`config.mk`:
```
export PLATFORM = sky130hd
export DESIGN_NAME = rv_decode_stage
export DESIGN_NICKNAME = d
export VERILOG_FILES = /design/src/rtl/rv_decode_stage.sv
export SDC_FILE = /design/constraint.sdc
export NUM_CORES = 1
export LEC_CHECK = 0
export CAP_MARGIN = 5
export CORE_MARGIN = 10
export CORE_UTILIZATION = 48
export CTS_BUF_LIST = sky130_fd_sc_hd__clkbuf_4 sky130_fd_sc_hd__clkbuf_8
export CTS_CLUSTER_DIAMETER = 120
export DETAILED_ROUTE_END_ITERATION = 6
export PLACE_DENSITY = 0.93
export SLEW_MARGIN = 20
export SYNTH_ARGS = -nofsm -noshare
export SYNTH_HDL_FRONTEND = slang
export SYNTH_SLANG_ARGS = --single-unit
```
`constraint.sdc`:
```
create_clock -name clk -period 2.4 [get_ports clk]
set_clock_uncertainty 0.2 [all_clocks]
set_input_delay 0.48 -clock clk [delete_from_list [all_inputs] [get_ports clk]]
set_output_delay 0.48 -clock clk [all_outputs]
set_load 0.02 [all_outputs]
```
`src/rtl/rv_decode_stage.sv`:
```
// rv_decode_stage
// ---------------------------------------------------------------------------
// Integer-ALU decode stage for RV32I with optional M extension. It decodes OP
// (0110011) and OP-IMM (0010011) instruction words into ALU control fields.
// Each decoded entry passes through a two-entry buffer: an output register
// and one skid entry. Because of the skid entry, in_ready comes straight
// from a flop. The stage also keeps a saturating count of illegal entries
// that it has handed downstream.
//
// Handshake rule (both sides): a transfer happens on a rising edge where
// valid and ready are both high. A producer holding valid keeps its payload
// stable until that edge. in_ready depends only on registered state, never
// on out_ready.
//
// Ports
//   clk            : clock, all state on the rising edge
//   rst            : asynchronous active-high reset
//   flush          : synchronous discard of both entries; blocks accept
//   in_valid       : upstream instruction valid
//   in_ready       : stage can accept (skid entry empty)
//   in_instr[31:0] : instruction word
//   in_tag         : side-band tag carried unchanged
//   out_valid      : decoded entry valid
//   out_ready      : downstream accepts
//   out_alu_op[4:0]: ALU operation code (M ops are 16 + funct3)
//   out_src_imm    : operand B is the immediate
//   out_reg_write  : entry writes rd
//   out_mdu        : entry goes to the multiply/divide unit
//   out_illegal    : unsupported or malformed instruction
//   out_tag        : tag of the entry
//   illegal_count  : saturating count of issued illegal entries
// ---------------------------------------------------------------------------
module rv_decode_stage #(
    parameter bit ENABLE_M = 1'b1,
    parameter int TAG_W    = 5,
    parameter int CNT_W    = 16
) (
    input  logic             clk,
    input  logic             rst,
    input  logic             flush,
    input  logic             in_valid,
    output logic             in_ready,
    input  logic [31:0]      in_instr,
    input  logic [TAG_W-1:0] in_tag,
    output logic             out_valid,
    input  logic             out_ready,
    output logic [4:0]       out_alu_op,
    output logic             out_src_imm,
    output logic             out_reg_write,
    output logic             out_mdu,
    output logic             out_illegal,
    output logic [TAG_W-1:0] out_tag,
    output logic [CNT_W-1:0] illegal_count
);

    localparam logic [6:0] OPC_OP     = 7'b0110011;
    localparam logic [6:0] OPC_OP_IMM = 7'b0010011;
    localparam logic [6:0] F7_BASE    = 7'b0000000;
    localparam logic [6:0] F7_ALT     = 7'b0100000;
    localparam logic [6:0] F7_MULDIV  = 7'b0000001;

    localparam logic [4:0] ALU_ADD  = 5'd0;
    localparam logic [4:0] ALU_SUB  = 5'd1;
    localparam logic [4:0] ALU_SLL  = 5'd2;
    localparam logic [4:0] ALU_SLT  = 5'd3;
    localparam logic [4:0] ALU_SLTU = 5'd4;
    localparam logic [4:0] ALU_XOR  = 5'd5;
    localparam logic [4:0] ALU_SRL  = 5'd6;
    localparam logic [4:0] ALU_SRA  = 5'd7;
    localparam logic [4:0] ALU_OR   = 5'd8;
    localparam logic [4:0] ALU_AND  = 5'd9;

    localparam logic [CNT_W-1:0] CNT_ONE = {{(CNT_W-1){1'b0}}, 1'b1};

    typedef struct packed {
        logic [4:0]       alu_op;
        logic             src_imm;
        logic             reg_write;
        logic             mdu;
        logic             illegal;
        logic [TAG_W-1:0] tag;
    } entry_t;

    // funct3 -> operation for the non-alternate encodings shared by OP and OP-IMM
    function automatic logic [4:0] base_op(input logic [2:0] f3);
        logic [4:0] op;
        case (f3)
            3'b000:  op = ALU_ADD;
            3'b001:  op = ALU_SLL;
            3'b010:  op = ALU_SLT;
            3'b011:  op = ALU_SLTU;
            3'b100:  op = ALU_XOR;
            3'b101:  op = ALU_SRL;
            3'b110:  op = ALU_OR;
            default: op = ALU_AND;
        endcase
        return op;
    endfunction

    logic [6:0] w_opcode;
    logic [2:0] w_funct3;
    logic [6:0] w_funct7;
    logic       w_legal;
    logic [4:0] w_op;
    logic       w_imm;
    logic       w_mdu;
    entry_t     w_dec;
    logic       w_unused_fields;

    assign w_opcode = in_instr[6:0];
    assign w_funct3 = in_instr[14:12];
    assign w_funct7 = in_instr[31:25];
    // Register specifiers and immediates do not affect ALU control.
    assign w_unused_fields = ^{in_instr[24:15], in_instr[11:7]};

    always_comb begin
        w_legal = 1'b0;
        w_op    = ALU_ADD;
        w_imm   = 1'b0;
        w_mdu   = 1'b0;
        case (w_opcode)
            OPC_OP: begin
                case (w_funct7)
                    F7_BASE: begin
                        w_legal = 1'b1;
                        w_op    = base_op(w_funct3);
                    end
                    F7_ALT: begin
                        if (w_funct3 == 3'b000) begin
                            w_legal = 1'b1;
                            w_op    = ALU_SUB;
                        end else if (w_funct3 == 3'b101) begin
                            w_legal = 1'b1;
                            w_op    = ALU_SRA;
                        end
                    end
                    F7_MULDIV: begin
                        if (ENABLE_M) begin
                            w_legal = 1'b1;
                            w_mdu   = 1'b1;
                            w_op    = {2'b10, w_funct3};
                        end
                    end
                    default: ;
                endcase
            end
            OPC_OP_IMM: begin
                w_imm = 1'b1;
                case (w_funct3)
                    // funct7 also holds shamt[5]; RV32 requires it clear.
                    3'b001: begin
                        w_legal = (w_funct7 == F7_BASE);
                        w_op    = ALU_SLL;
                    end
                    3'b101: begin
                        w_legal = (w_funct7 == F7_BASE) || (w_funct7 == F7_ALT);
                        w_op    = (w_funct7 == F7_ALT) ? ALU_SRA : ALU_SRL;
                    end
                    default: begin
                        w_legal = 1'b1;
                        w_op    = base_op(w_funct3);
                    end
                endcase
            end
            default: ;
        endcase

        // An illegal entry carries only its tag and the illegal flag.
        w_dec           = '0;
        w_dec.tag       = in_tag;
        w_dec.illegal   = ~w_legal;
        w_dec.reg_write = w_legal;
        if (w_legal) begin
            w_dec.alu_op  = w_op;
            w_dec.src_imm = w_imm;
            w_dec.mdu     = w_mdu;
        end
    end

    entry_t           r_out;
    entry_t           r_skid;
    logic             r_out_valid;
    logic             r_skid_valid;
    logic [CNT_W-1:0] r_illegal_count;

    logic w_accept;
    logic w_drain;

    assign w_accept = in_valid && !r_skid_valid && !flush;
    assign w_drain  = r_out_valid && out_ready;

    always_ff @(posedge clk or posedge rst) begin
        if (rst) begin
            r_out           <= '0;
            r_skid          <= '0;
            r_out_valid     <= 1'b0;
            r_skid_valid    <= 1'b0;
            r_illegal_count <= '0;
        end else begin
            // A handshake completes even on a flush cycle, so it is counted.
            if (w_drain && r_out.illegal && (r_illegal_count != '1)) begin
                r_illegal_count <= r_illegal_count + CNT_ONE;
            end

            if (flush) begin
                r_out_valid  <= 1'b0;
                r_skid_valid <= 1'b0;
            end else if (!r_out_valid || w_drain) begin
                // Output register is free this edge: the oldest entry moves in.
                if (r_skid_valid) begin
                    r_out        <= r_skid;
                    r_out_valid  <= 1'b1;
                    r_skid_valid <= w_accept;
                    if (w_accept) begin
                        r_skid <= w_dec;
                    end
                end else begin
                    r_out_valid <= w_accept;
                    if (w_accept) begin
                        r_out <= w_dec;
                    end
                end
            end else if (w_accept) begin
                // Output stalled: park the new entry in skid.
                r_skid       <= w_dec;
                r_skid_valid <= 1'b1;
            end
        end
    end

    assign in_ready      = ~r_skid_valid;
    assign out_valid     = r_out_valid;
    assign out_alu_op    = r_out.alu_op;
    assign out_src_imm   = r_out.src_imm;
    assign out_reg_write = r_out.reg_write;
    assign out_mdu       = r_out.mdu;
    assign out_illegal   = r_out.illegal;
    assign out_tag       = r_out.tag;
    assign illegal_count = r_illegal_count;

endmodule

```
==> impl_metrics.yaml <==
run_status:
  run_status: "finished clean"
clock_tree:
  path_clk_slew_ns: 0.08
  clockBufferDepth: 2
  post_cts.repair.setup_buffers: 0
  clk_latency_ns: 0.29
  htreeDepth: 2
  cts.sinks: 46
  cts_hold_buf: 0
  clockRootBuffer: "clkbuf_8"
  tritoncts: "yes"
  cts_buffers: 5
worst_hold_path:
  hold_path_class: "reg2reg"
  hold_depth: 2
  holdPathEnd: "r_skid[12]"
  min_from: "r_skid[12]"
pwr:
  fin_total_pwr_mw: 2.11
  p_comb_share_pct: 26.5
  total_leakage_power_nw: 1.46
  power.switching_uw: 619
  vdd_drop_max_mv: 0.363
  power_density_mw_per_mm2: 622
  power.share.switching_pct: 29.3
  p_int_mw: 1.49
  power_frac_seq_pct: 45.6
  power_frac_clock_pct: 27.9
placement:
  io_buffer_count: 58
  place_inst: 390
  place_area_mm2: 0.00324
  hpwl_um: 4950
  gp_congestion: 0.858
  place_ws_ns: -0.285
setup_path:
  path_buf_inv: 1
  crit_path_end_kind: "register"
  ff2ff_setup_slack_ns: 0.28
  crit_path_top_delay_cell: "or4_4"
  r2r_cells: 5
  rr_endpoint: "illegal_count[1]"
  critPathLaunch: "in_instr[26]"
  r2r-start: "illegal_count[11]"
  max_stage_delay_ns: 0.59
  path_max_fanout: 2
  startpoint_type: "input pin"
  cp_top_family: "simple AND/OR/NAND/NOR gates"
  path_cells: "clkdlybuf4s50_1 > or4_4 > nor4_4 > a2bb2oi_2 > or3_1 > o22ai_2"
  cp.arrival_ns: 2.39
  required_ns: 2.42
  critPathKind: "in2reg"
floorplanning:
  die_h_um: 90.3
  design.core.area_mm2: 0.00475
  num_rows: 25
  start_util_pct: 49.9
  dieArea_mm2: 0.00815
  die_width_um: 90.3
  ios: 74
layout:
  fin_area_mm2: 0.00339
  stdcell_count: 397
  syn2layout_area_growth_pct: 43.0
  fin_util_pct: 71.3
  layout.nets: 373
  drive_gt1_share_pct: 17.0
  antennaDiodeCount: 0
run:
  max_cap_viol_count: 0
sta:
  fin_crit_ns: 2.38
  tightest_slew_ns: 0.552
  fin_ws_ns: 0.0249
  hold_ws_ns: 0.288
  rsz0062_at_grt: "false"
  finalHoldViolCount: 0
  max_freq_mhz: 421
  maxSlewViolCount: 0
  setup_tns_ns: 0
  setup_viol: 0
  slew_headroom_pct: 63.2
  layout_worst_path_cycle_share_pct: 99.0
synth:
  syn_nets: 287
  synth.area.mux_share_pct: 4.96
  yosysTopAreaCellShare_pct: 48.5
  synthArstFlopShare_pct: 100
  ys_seq_area_share_pct: 48.5
  synth_top_family_by_area: "simple AND/OR/NAND/NOR gates"
  synthSimpleGateAreaFrac_pct: 20.6
  synthFlopType: "dfrtp_1"
  netlist_area_mm2: 0.00237
  synth_edf_count: 0
  synthAdderAreaFrac_pct: 0.527
  synth-compound-area-share_pct: 16.9
  yosysTopAreaCell: "dfrtp_1"
  synthTopCellsByArea: "dfrtp_1 49%, nand2_1 3.6%, a21oi_1 3.6%, xnor2_1 3.0%, mux2_2 2.8%"
  synth_area_per_cell_um2: 9.72
  synth-xor-area-share_pct: 5.54
  ys_ff_latch: 46
  synth_cell_types: 45
  syn_inst: 244
  yosys_warnings: 0
global_routing:
  grt_pass1_wl_um: 11200
  antenna_found_initial: 0
  grt_usage_pct: 16.4
  grt_max_degree: 47
  grt_pass1_vias: 2213
  gr-total-overflow: 0
drt:
  wl_um: 6800
  first_iter_violations: 129
  drc_errors: 0
  wl_met3_um: 350
  wl_met1_um: 2900
  ant_nets: 0
  vias: 2217
  dr.pass1.iters: 4
  wl_met2_um: 3470
  wl_per_cell_um: 17.1
  top_layer_used: "met4"
  vias_per_cell: 5.58
## placed cells by master (no fill, tap or decap), types with 3 or more instances in the layout
cell	count
xnor2_1	8
a21o_1	3
clkbuf_8	6
a21oi_1	17
nor3_1	4
nand2_1	23
xor2_1	7
o21ai_0	12
buf_4	32
clkdlybuf4s50_1	58
and3_1	7
nor2b_1	3
mux2i_1	5
o21a_1	4
nand4_1	4
inv_1	7
nor2_1	16
o211ai_1	5
nand2b_1	8
o31ai_1	3
nand3_1	9
dfrtp_1	46
mux2_2	6
## power groups by stage
stage / Combinational [mW] / Clock [mW] / Sequential, mW
finish: 0.559 / 0.588 / 0.962
global route: 0.603 / 0.631 / 0.977
CTS: 0.559 / 0.596 / 0.961
detailed placement: 0.553 / 0 / 0.973
global placement: 0.529 / 0 / 0.968
floorplan: 0.187 / 0 / 1.04
## sequential cells by signal (all words and copies together) (netlist names)
name / cells
r_skid: 14
out_reg_write: 1
out_mdu: 1
out_src_imm: 1
r_skid_valid: 1
illegal_count: 16
out_tag: 5
out_illegal: 1
out_valid: 1
out_alu_op: 5
## synth_stat cells (3+ instances only)
library cell,instances
mux2_2,6
nand2_1,23
clkbuf_1,10
nand4_1,4
nor3_1,4
dfrtp_1,46
xor2_1,7
nor2_1,16
o21ai_0,13
a21o_1,3
o31ai_1,4
nand2b_1,8
nand3_1,9
inv_1,8
mux2i_1,5
a21oi_1,17
nor2b_1,3
o21a_1,4
o211ai_1,5
o22ai_1,3
xnor2_1,8
and3_1,7
## cell type report
class,count,area [um2]
Inverter,8,30.0
Fill cell,339,1360
Sequential cell,46,1150
Clock inverter,1,30.0
Multi-Input combinational cell,179,1190
Clock buffer,6,82.6
Tap cell,67,83.8
Timing Repair Buffer,90,821
## worst max-delay path by stage
stage	endpoint	depth (start not counted)
finish	out_alu_op[1]	6
floorplan	out_alu_op[2]	5
global placement	out_alu_op[2]	6
detailed placement	out_alu_op[2]	6
global route	out_alu_op[1]	6
CTS	out_alu_op[1]	6
## cell families (layout without fill, tap and decap cells)
logic type | after synthesis | in the layout
compound gates | 62 | 62
xor+xnor | 15 | 15
flops | 46 | 46
mux | 11 | 11
buf+inv | 19 | 105
fa+ha+maj | 1 | 1
simple gates | 90 | 90
## worst reg2reg max path: cells and delay by family (launching register included)
| family | cells | cell delay (ns) |
|---|---|---|
| simple gates | 4 | 1.01 |
| flops | 1 | 0.46 |
| mux | 1 | 0.34 |
## repair_timing
item	in CTS	in global routing
hold endpoints to repair	0	0
pin swaps	0	1
gates resized for setup	1	8
endpoints found under the setup margin	1	10
cloned	0	0
## metal layers
metal / vias up / track usage (%)
met2: 67 / 28.7
met1: 1088 / 19.4
met5: - / 0
met4: 0 / 3.98
li1: 1055 / -
met3: 7 / 4.24
Power figures use the tool's default switching activity.
